$ cat src/rtl/edge_pkg.sv
// Shared types for the edge-detect pipeline: pixel width, pixel and 3x3 window
// types, and the window generator's control states.
package edge_pkg;

  localparam int PIX_W = 8;

  typedef logic [PIX_W-1:0] pixel_t;

  // Row-major 3x3 neighbourhood: 1 = top-left, 5 = centre, 9 = bottom-right.
  typedef pixel_t window_t [1:9];

  typedef enum logic [1:0] {
    ST_IDLE,
    ST_FILL,
    ST_STREAM
  } win_state_t;

endpackage

$ cat src/rtl/pixel_line_buffer.sv
// One image line of pixel storage: a single write port and an asynchronous
// read at the same address, so old data is visible in the cycle it is replaced.
module pixel_line_buffer
  import edge_pkg::*;
#(
  parameter int DEPTH = 64,
  parameter int AW    = $clog2(DEPTH)
) (
  input  logic          clk,
  input  logic          we,
  input  logic [AW-1:0] addr,
  input  pixel_t        wdata,
  output pixel_t        rdata
);

  // Contents are intentionally not reset; every entry is rewritten before use.
  pixel_t mem [0:DEPTH-1];

  always_ff @(posedge clk) begin
    if (we) begin
      mem[addr] <= wdata;
    end
  end

  assign rdata = mem[addr];

endmodule

$ cat src/rtl/pixel_window_gen.sv
// Streaming 3x3 window generator: buffers two lines of a raster pixel stream
// and emits every interior neighbourhood with a one-cycle start pulse.
module pixel_window_gen
  import edge_pkg::*;
#(
  parameter int IMG_WIDTH  = 64,
  parameter int IMG_HEIGHT = 64
) (
  input  logic             clk,
  input  logic             reset,
  input  logic [PIX_W-1:0] pix_in,
  input  logic             pix_valid,
  output logic [PIX_W-1:0] pixel_1_bin,
  output logic [PIX_W-1:0] pixel_2_bin,
  output logic [PIX_W-1:0] pixel_3_bin,
  output logic [PIX_W-1:0] pixel_4_bin,
  output logic [PIX_W-1:0] pixel_5_bin,
  output logic [PIX_W-1:0] pixel_6_bin,
  output logic [PIX_W-1:0] pixel_7_bin,
  output logic [PIX_W-1:0] pixel_8_bin,
  output logic [PIX_W-1:0] pixel_9_bin,
  output logic             start,
  output logic             busy,
  output logic             frame_done
);

  localparam int COL_W = $clog2(IMG_WIDTH);
  localparam int ROW_W = $clog2(IMG_HEIGHT);
  localparam logic [COL_W-1:0] COL_LAST = COL_W'(IMG_WIDTH - 1);
  localparam logic [ROW_W-1:0] ROW_LAST = ROW_W'(IMG_HEIGHT - 1);

  logic [COL_W-1:0] col_reg, col_next;
  logic [ROW_W-1:0] row_reg, row_next;
  win_state_t       state_reg, state_next;
  logic             start_reg, start_next;
  logic             busy_reg, busy_next;
  logic             frame_done_reg, frame_done_next;
  logic             col_is_last, row_is_last, win_complete;

  pixel_t  lb_a_rd, lb_b_rd;
  pixel_t  col_new [0:2];
  pixel_t  win_reg [0:2][0:2];
  window_t out_reg;

  assign col_is_last  = (col_reg == COL_LAST);
  assign row_is_last  = (row_reg == ROW_LAST);
  assign win_complete = pix_valid && (row_reg >= ROW_W'(2)) && (col_reg >= COL_W'(2));

  // lb_a holds line r-2, lb_b line r-1; lb_a is refilled from lb_b's old value.
  pixel_line_buffer #(.DEPTH(IMG_WIDTH), .AW(COL_W)) u_lb_a (
    .clk   (clk),
    .we    (pix_valid),
    .addr  (col_reg),
    .wdata (lb_b_rd),
    .rdata (lb_a_rd)
  );

  pixel_line_buffer #(.DEPTH(IMG_WIDTH), .AW(COL_W)) u_lb_b (
    .clk   (clk),
    .we    (pix_valid),
    .addr  (col_reg),
    .wdata (pix_in),
    .rdata (lb_b_rd)
  );

  assign col_new[0] = lb_a_rd;
  assign col_new[1] = lb_b_rd;
  assign col_new[2] = pix_in;

  always_comb begin
    col_next = col_reg;
    row_next = row_reg;
    if (pix_valid) begin
      if (col_is_last) begin
        col_next = '0;
        row_next = row_is_last ? '0 : row_reg + ROW_W'(1);
      end else begin
        col_next = col_reg + COL_W'(1);
      end
    end
  end

  always_comb begin
    state_next      = state_reg;
    start_next      = 1'b0;
    frame_done_next = 1'b0;
    case (state_reg)
      ST_IDLE: begin
        if (pix_valid) state_next = ST_FILL;
      end
      ST_FILL: begin
        if (pix_valid && (row_reg == ROW_W'(1)) && col_is_last) state_next = ST_STREAM;
      end
      ST_STREAM: begin
        start_next = win_complete;
        if (pix_valid && row_is_last && col_is_last) begin
          frame_done_next = 1'b1;
          state_next      = ST_IDLE;
        end
      end
      default: state_next = ST_IDLE;
    endcase
    busy_next = (state_next != ST_IDLE);
  end

  always_ff @(posedge clk or posedge reset) begin
    if (reset) begin
      col_reg        <= '0;
      row_reg        <= '0;
      state_reg      <= ST_IDLE;
      start_reg      <= 1'b0;
      busy_reg       <= 1'b0;
      frame_done_reg <= 1'b0;
    end else begin
      col_reg        <= col_next;
      row_reg        <= row_next;
      state_reg      <= state_next;
      start_reg      <= start_next;
      busy_reg       <= busy_next;
      frame_done_reg <= frame_done_next;
    end
  end

  // New column enters from the right; the output copy includes that column.
  always_ff @(posedge clk or posedge reset) begin
    if (reset) begin
      for (int i = 0; i < 3; i++) begin
        for (int j = 0; j < 3; j++) begin
          win_reg[i][j] <= '0;
        end
      end
      for (int k = 1; k <= 9; k++) begin
        out_reg[k] <= '0;
      end
    end else if (pix_valid) begin
      for (int i = 0; i < 3; i++) begin
        win_reg[i][0] <= win_reg[i][1];
        win_reg[i][1] <= win_reg[i][2];
        win_reg[i][2] <= col_new[i];
      end
      if (start_next) begin
        for (int i = 0; i < 3; i++) begin
          out_reg[3*i+1] <= win_reg[i][1];
          out_reg[3*i+2] <= win_reg[i][2];
          out_reg[3*i+3] <= col_new[i];
        end
      end
    end
  end

  assign pixel_1_bin = out_reg[1];
  assign pixel_2_bin = out_reg[2];
  assign pixel_3_bin = out_reg[3];
  assign pixel_4_bin = out_reg[4];
  assign pixel_5_bin = out_reg[5];
  assign pixel_6_bin = out_reg[6];
  assign pixel_7_bin = out_reg[7];
  assign pixel_8_bin = out_reg[8];
  assign pixel_9_bin = out_reg[9];
  assign start       = start_reg;
  assign busy        = busy_reg;
  assign frame_done  = frame_done_reg;

endmodule

$ cat config.mk
export PLATFORM = sky130hd
export DESIGN_NAME = pixel_window_gen
export DESIGN_NICKNAME = d
export VERILOG_FILES = /design/src/rtl/edge_pkg.sv /design/src/rtl/pixel_line_buffer.sv /design/src/rtl/pixel_window_gen.sv
export SDC_FILE = /design/constraint.sdc
export NUM_CORES = 1
export LEC_CHECK = 0
export BUFFER_PORTS_ARGS = -buffer_cell sky130_fd_sc_hd__buf_2
export CAP_MARGIN = 20
export CELL_PAD_IN_SITES_DETAIL_PLACEMENT = 1
export CELL_PAD_IN_SITES_GLOBAL_PLACEMENT = 1
export CORE_MARGIN = 4
export CORE_UTILIZATION = 40
export DETAILED_ROUTE_END_ITERATION = 7
export PLACE_DENSITY = 0.6
export SETUP_SLACK_MARGIN = 0.05
export SLEW_MARGIN = 20
export SYNTH_ARGS = -nofsm -noshare
export SYNTH_HDL_FRONTEND = slang
export SYNTH_SLANG_ARGS = --single-unit
export TNS_END_PERCENT = 5
$ cat constraint.sdc
create_clock -name clk -period 10.5 [get_ports clk]
set_input_delay 1.575 -clock clk [delete_from_list [all_inputs] [get_ports clk]]
set_output_delay 1.575 -clock clk [all_outputs]
set_load 0.005 [all_outputs]
### Word-level counts from Yosys, hierarchy flattened

Memories as Yosys holds them, arrays and structs flattened.
Cells that the tools add are included.
W data, S select, Z words.

| cells by class | value |
|---|---|
| add/subtract/negate cells | 2 |
| multiply operators | 0 |
| divide/modulo/power cells | 0 |
| order comparisons | 2 |
| eq/ne operators | 5 |
| shift-type cells | 0 |
| mux-type cells | 11 |
| bitwise operators | 0 |
| reduce and logical (&&, ||, !) cells | 10 |

Operators with widths:

| kind | count |
|---|---|
| $add A6 B1 Y6 const B | 2 |
| $eq A6 B6 Y1 const B | 2 |
| $ge A6 B2 Y1 const B | 2 |
| $mux W6 | 2 |
| $eq A6 B1 Y1 const B | 1 |
| $logic_and A1 B1 Y1 | 6 |
| $mux W2 | 3 |
| $pmux W2 S3 | 1 |
| $mux W1 | 5 |
| $reduce_and A2 Y1 | 2 |
| $eq A2 B1 Y1 const B | 1 |
| $eq A2 B2 Y1 const B | 1 |
| $logic_not A2 Y1 | 1 |
| $reduce_bool A2 Y1 | 1 |

| storage, ports and cells | value |
|---|---|
| bits in registers | 137 |
| latch bits | 0 |
| bits in writable memories | 1024 |
| bits in read-only memories | 0 |
| bits of input ports | 11 |
| output and inout bits | 75 |
| word-level logic and storage cells | 53 |
| memories | 2 |

Memories:

| name | words | bits a word | read ports | clocked after memory_dff | write ports | RTL line | RTL |
|---|---|---|---|---|---|---|---|
| u_lb_a.mem | 64 | 8 | 1 | 0 | 1 | pixel_line_buffer.sv:17 | `pixel_t mem [0:DEPTH-1];` |
| u_lb_b.mem | 64 | 8 | 1 | 0 | 1 | pixel_line_buffer.sv:17 |  |

### Longest topological paths before layout

| logic depth | value |
|---|---|
| depth after elaboration | 6 |
| gate-level depth with buffers | 11 |

### Modules after synthesis

A second synthesis with hierarchy kept.

| unflattened totals | value |
|---|---|
| cells, all modules | 2658 |
| area total of the unflattened synthesis | 46139.3 um2 |

By module, submodules not included:

| module | instances | cells each | area an instance (um2) |
|---|---|---|---|
| pixel_line_buffer | 2 | 1163 | 20289.5 |
| pixel_window_gen | 1 | 332 | 5560.3 |

### Worst setup path after synthesis

OpenSTA, ideal clock, no wires.

| timing path | value |
|---|---|
| path type | input-to-reg |
| start | input port pix_valid |
| end | memory u_lb_a.mem[11][0] (netlist bit), enable pin |
| setup time | 0.389 ns |
| arrival time | 3.149 ns |
| data required time | 10.111 ns |
| slack | 6.963 ns |
| cell stages on the path | 4 |
| buffers on the path | 2 |
| cell sequence | clkbuf_1 > clkbuf_1 > nand3_1 > nor2_1 |

| between the ends | value |
|---|---|
| word-level cells in the longest chain between the ends | 2 |

RTL lines:

| item | RTL line | RTL |
|---|---|---|
| start, declared | pixel_window_gen.sv:12 | `input logic pix_valid,` |
| $mux W1 | pixel_line_buffer.sv:20 | `if (we) begin` |
| $mux W1 (not written as such) | pixel_line_buffer.sv:21 | `mem[addr] <= wdata;` |
| end, declared | pixel_line_buffer.sv:17 |  |

Every way passes these cells.

### Worst setup path after layout

| timing path | value |
|---|---|
| start | register col_reg[2] |
| end | memory u_lb_a.mem[5][5] (netlist bit), data pin |

| between the ends | value |
|---|---|
| word-level cells in the longest chain between the ends | 1 |

RTL lines:

| item | RTL line | RTL |
|---|---|---|
| start, declared | pixel_window_gen.sv:32 | `logic [COL_W-1:0] col_reg, col_next;` |
| start signal, assigned | pixel_window_gen.sv:115 | `col_reg <= col_next;` |
| $mem_v2 Z64 W8 | -- |  |
| named net lb_b_rd[5] | pixel_window_gen.sv:40 | `pixel_t lb_a_rd, lb_b_rd;` |

The timed path passes the listed nets, and every way through them passes these cells.

==> results.sh <==
export IMPL_status="completed"
export IMPL_grt_pass1_wl_microns=183000
export IMPL_synthAdderAreaFrac=0.00140
export IMPL_synth_main_ff_cell="edfxtp_1"
export IMPL_dr_pass1_iters=6
export IMPL_powerDensity_nw_per_um2=306
export IMPL_clock_path_buffers=3
export IMPL_r2r_cells=8
export IMPL_nets=2671
export IMPL_syn_inst=2499
export IMPL_synthSimpleGateAreaFrac=0.0290
export IMPL_die_h_microns=342
export IMPL_cts_setup_buffers=0
export IMPL_rrSetupSlack_ns=4.82
export IMPL_dp_hpwl_microns=73300
export IMPL_start_kind="flop"
export IMPL_port_buffers=85
export IMPL_vias=24600
export IMPL_drt_iter0_markers=2172
export IMPL_ir_worst_vdd_mv=0.245
export IMPL_synth_edf_count=1024
export IMPL_drc_errors=0
export IMPL_arrival_ns=5.82
export IMPL_p_leak_uw=0.0176
export IMPL_grt_max_degree=152
export IMPL_syn_avg_cell_area_sq_um=17.9
export IMPL_max_cap_viol_count=0
export IMPL_syn_cell_area_sq_um=44700
export IMPL_antenna_left=0
export IMPL_dieArea_sq_um=117000
export IMPL_fin_skew_ns=0.0228
export IMPL_synth_area_mux_share=0.110
export IMPL_synth_seq_cells=1161
export IMPL_fmax_mhz=176
export IMPL_synth_compound_area_frac=0.0752
export IMPL_hold_viol=0
export IMPL_slew_violations=0
export IMPL_fin_total_pwr_uw=15600
export IMPL_fin_crit_ns=5.68
export IMPL_wl_per_cell_microns=29.8
export IMPL_cts_tree="built"
export IMPL_synth_top_cell_by_area="edfxtp_1"
export IMPL_yosys_warnings=0
export IMPL_insertion_delay_ns=0.71
export IMPL_ios=86
export IMPL_seq_area_frac_synth=0.764
export IMPL_critPathKind="flop to flop"
export IMPL_synth_xor_area_frac=0.00117
export IMPL_final_common_cell="edfxtp_1"
export IMPL_die_x_microns=342
export IMPL_antenna_found_initial=2
export IMPL_worst_hold_path_type="flop to flop"
export IMPL_cts_resized=0
export IMPL_initial_core_util=0.404
export IMPL_clock_sinks=1161
export IMPL_synth_top_area_frac=0.688
export IMPL_std_cell_rows=122
export IMPL_setup_violations=0
export IMPL_core_area_sq_um=111000
export IMPL_endpoint_kind="flop"
export IMPL_gr_usage_met1=0.289
export IMPL_cts_root_buffer="clkbuf_16"
export IMPL_routed_wl_microns=127000
export IMPL_required_ns=10.64
export IMPL_ys_types=60
export IMPL_yosys_top_cells_area="edfxtp_1 (69%), dfrtp_1 (7.7%), mux2i_1 (5.5%)"
export IMPL_clk_pin_slew_ns=0.06
export IMPL_use_met2=0.349
export IMPL_synth_top_family_by_area="multiplexers"
export IMPL_mostFrequentLayoutCells="edfxtp_1 (1024), mux2i_1 (244), mux2_2 (134), dfrtp_1 (134), o22ai_1 (132)"
export IMPL_gr_max_usage_layer="met2"
export IMPL_gr_usage_all_layers=0.214
export IMPL_area_delta_synth_final_pct=14.4
export IMPL_grt_pass1_vias=25600
export IMPL_cts_buffers_inserted=120
export IMPL_synth_nets=2515
export IMPL_crit_fanout=151
export IMPL_rsz0062_at_grt="no"
export IMPL_holdPathStages=1
export IMPL_relSlewSlack=0.182
export IMPL_period_share=0.541
export IMPL_hold_buffers=0
export IMPL_gp_congestion=0.796
export IMPL_gr_usage_met3=0.0485
export IMPL_postSynth_asyncResetShare=0.118
export IMPL_grt_overflow_total=0
export IMPL_worstMarginPinSlew_ns=1.22
export IMPL_drive_gt1_frac=0.215
export IMPL_cts_htree_levels=3
export IMPL_via_per_inst=5.79
export IMPL_tns_ns=0
## path summary, 6_finish.rpt
path                         startpoint               end
setup / recovery             col_reg[2]  u_lb_a.mem[5][5]
hold / removal             state_reg[1]      state_reg[1]
setup reg to reg             col_reg[2]  u_lb_a.mem[5][5]
hold reg to reg            state_reg[1]      state_reg[1]
max in group asynchronous         reset        col_reg[2]
min in group asynchronous         reset    pixel_1_bin[3]
## routing by layer
metal  part of all wire  up-vias
met5                  0        -
met4              0.030        0
met3              0.066      194
met2               0.48      802
met1               0.42    13200
li1                   -    10400
## per-stage QoR
stage	setup WS, ns	cell area, sq um	utilization	cells	hold WS, ns
2_1_floorplan	5.26	44700	-	2499	0.443
3_3_place_gp	5.33	47200	0.426	4018	0.464
3_5_place_dp	5.19	47200	0.426	4019	0.474
4_1_cts	5.20	51100	0.461	4244	0.490
5_1_grt	4.44	51100	0.461	4246	0.520
6_report	4.82	51100	0.462	4247	0.488
## worst max-delay path: stages, from the launching register on
cell and delay (ns):
dfrtp_4 0.65, buf_4 0.76, buf_12 0.73, mux2i_1 0.27
o22ai_1 0.12, a21oi_1 0.60, o211ai_1 0.44, nor4b_2 0.52
clkinv_2 0.80
## report_power, final
group	internal, uW	switching [uW]
logic	1360	3570
clock network	2470	1760
registers	6310	168
total	10100	5500
## logic make-up after synthesis
group	Yosys count
flops	1161
compound gates	471
mux	422
simple gates	257
buf+inv	177
xor+xnor	6
fa+ha+maj	5
## layout make-up
class / count / area [sq um]
Tap cell: 1488 / 1860
Antenna cell: 1 / 2.50
Sequential cell: 1161 / 34200
Clock inverter: 60 / 671
Timing Repair Buffer: 199 / 1310
Clock buffer: 165 / 3260
Fill cell: 10500 / 59700
Multi-Input combinational cell: 1161 / 9800
Inverter: 12 / 56.3
## cell usage after synthesis (2+ instances only)
| library cell | count |
|---|---|
| o21ai_0 | 51 |
| o21a_1 | 2 |
| buf_2 | 68 |
| and3_1 | 5 |
| edfxtp_1 | 1024 |
| a22oi_1 | 9 |
| dfrtp_1 | 137 |
| nor2b_1 | 19 |
| buf_6 | 6 |
| ha_1 | 5 |
| nor4b_1 | 8 |
| o22ai_1 | 132 |
| mux4_2 | 41 |
| a2111oi_0 | 7 |
| a221oi_1 | 71 |
| buf_4 | 15 |
| or2_2 | 3 |
| nand4_1 | 3 |
| nor2_1 | 133 |
| nand2b_1 | 5 |
| mux2_4 | 3 |
| nor3b_1 | 2 |
| a32oi_1 | 8 |
| mux2i_1 | 244 |
| mux2_2 | 134 |
| nor3_1 | 12 |
| a221o_1 | 64 |
| or3_1 | 4 |
| o21ai_1 | 2 |
| nand3_1 | 8 |
| o211ai_1 | 8 |
| a21oi_1 | 69 |
| o22a_1 | 12 |
| a22o_1 | 4 |
| nand2_1 | 32 |
| a221oi_2 | 2 |
| xnor2_1 | 5 |
| buf_1 | 19 |
| clkbuf_1 | 57 |
| a31oi_1 | 23 |
| inv_1 | 11 |
| nor4b_2 | 6 |
| and2_1 | 3 |
| and4_1 | 7 |
No activity file was read; power rests on OpenSTA's default activity.
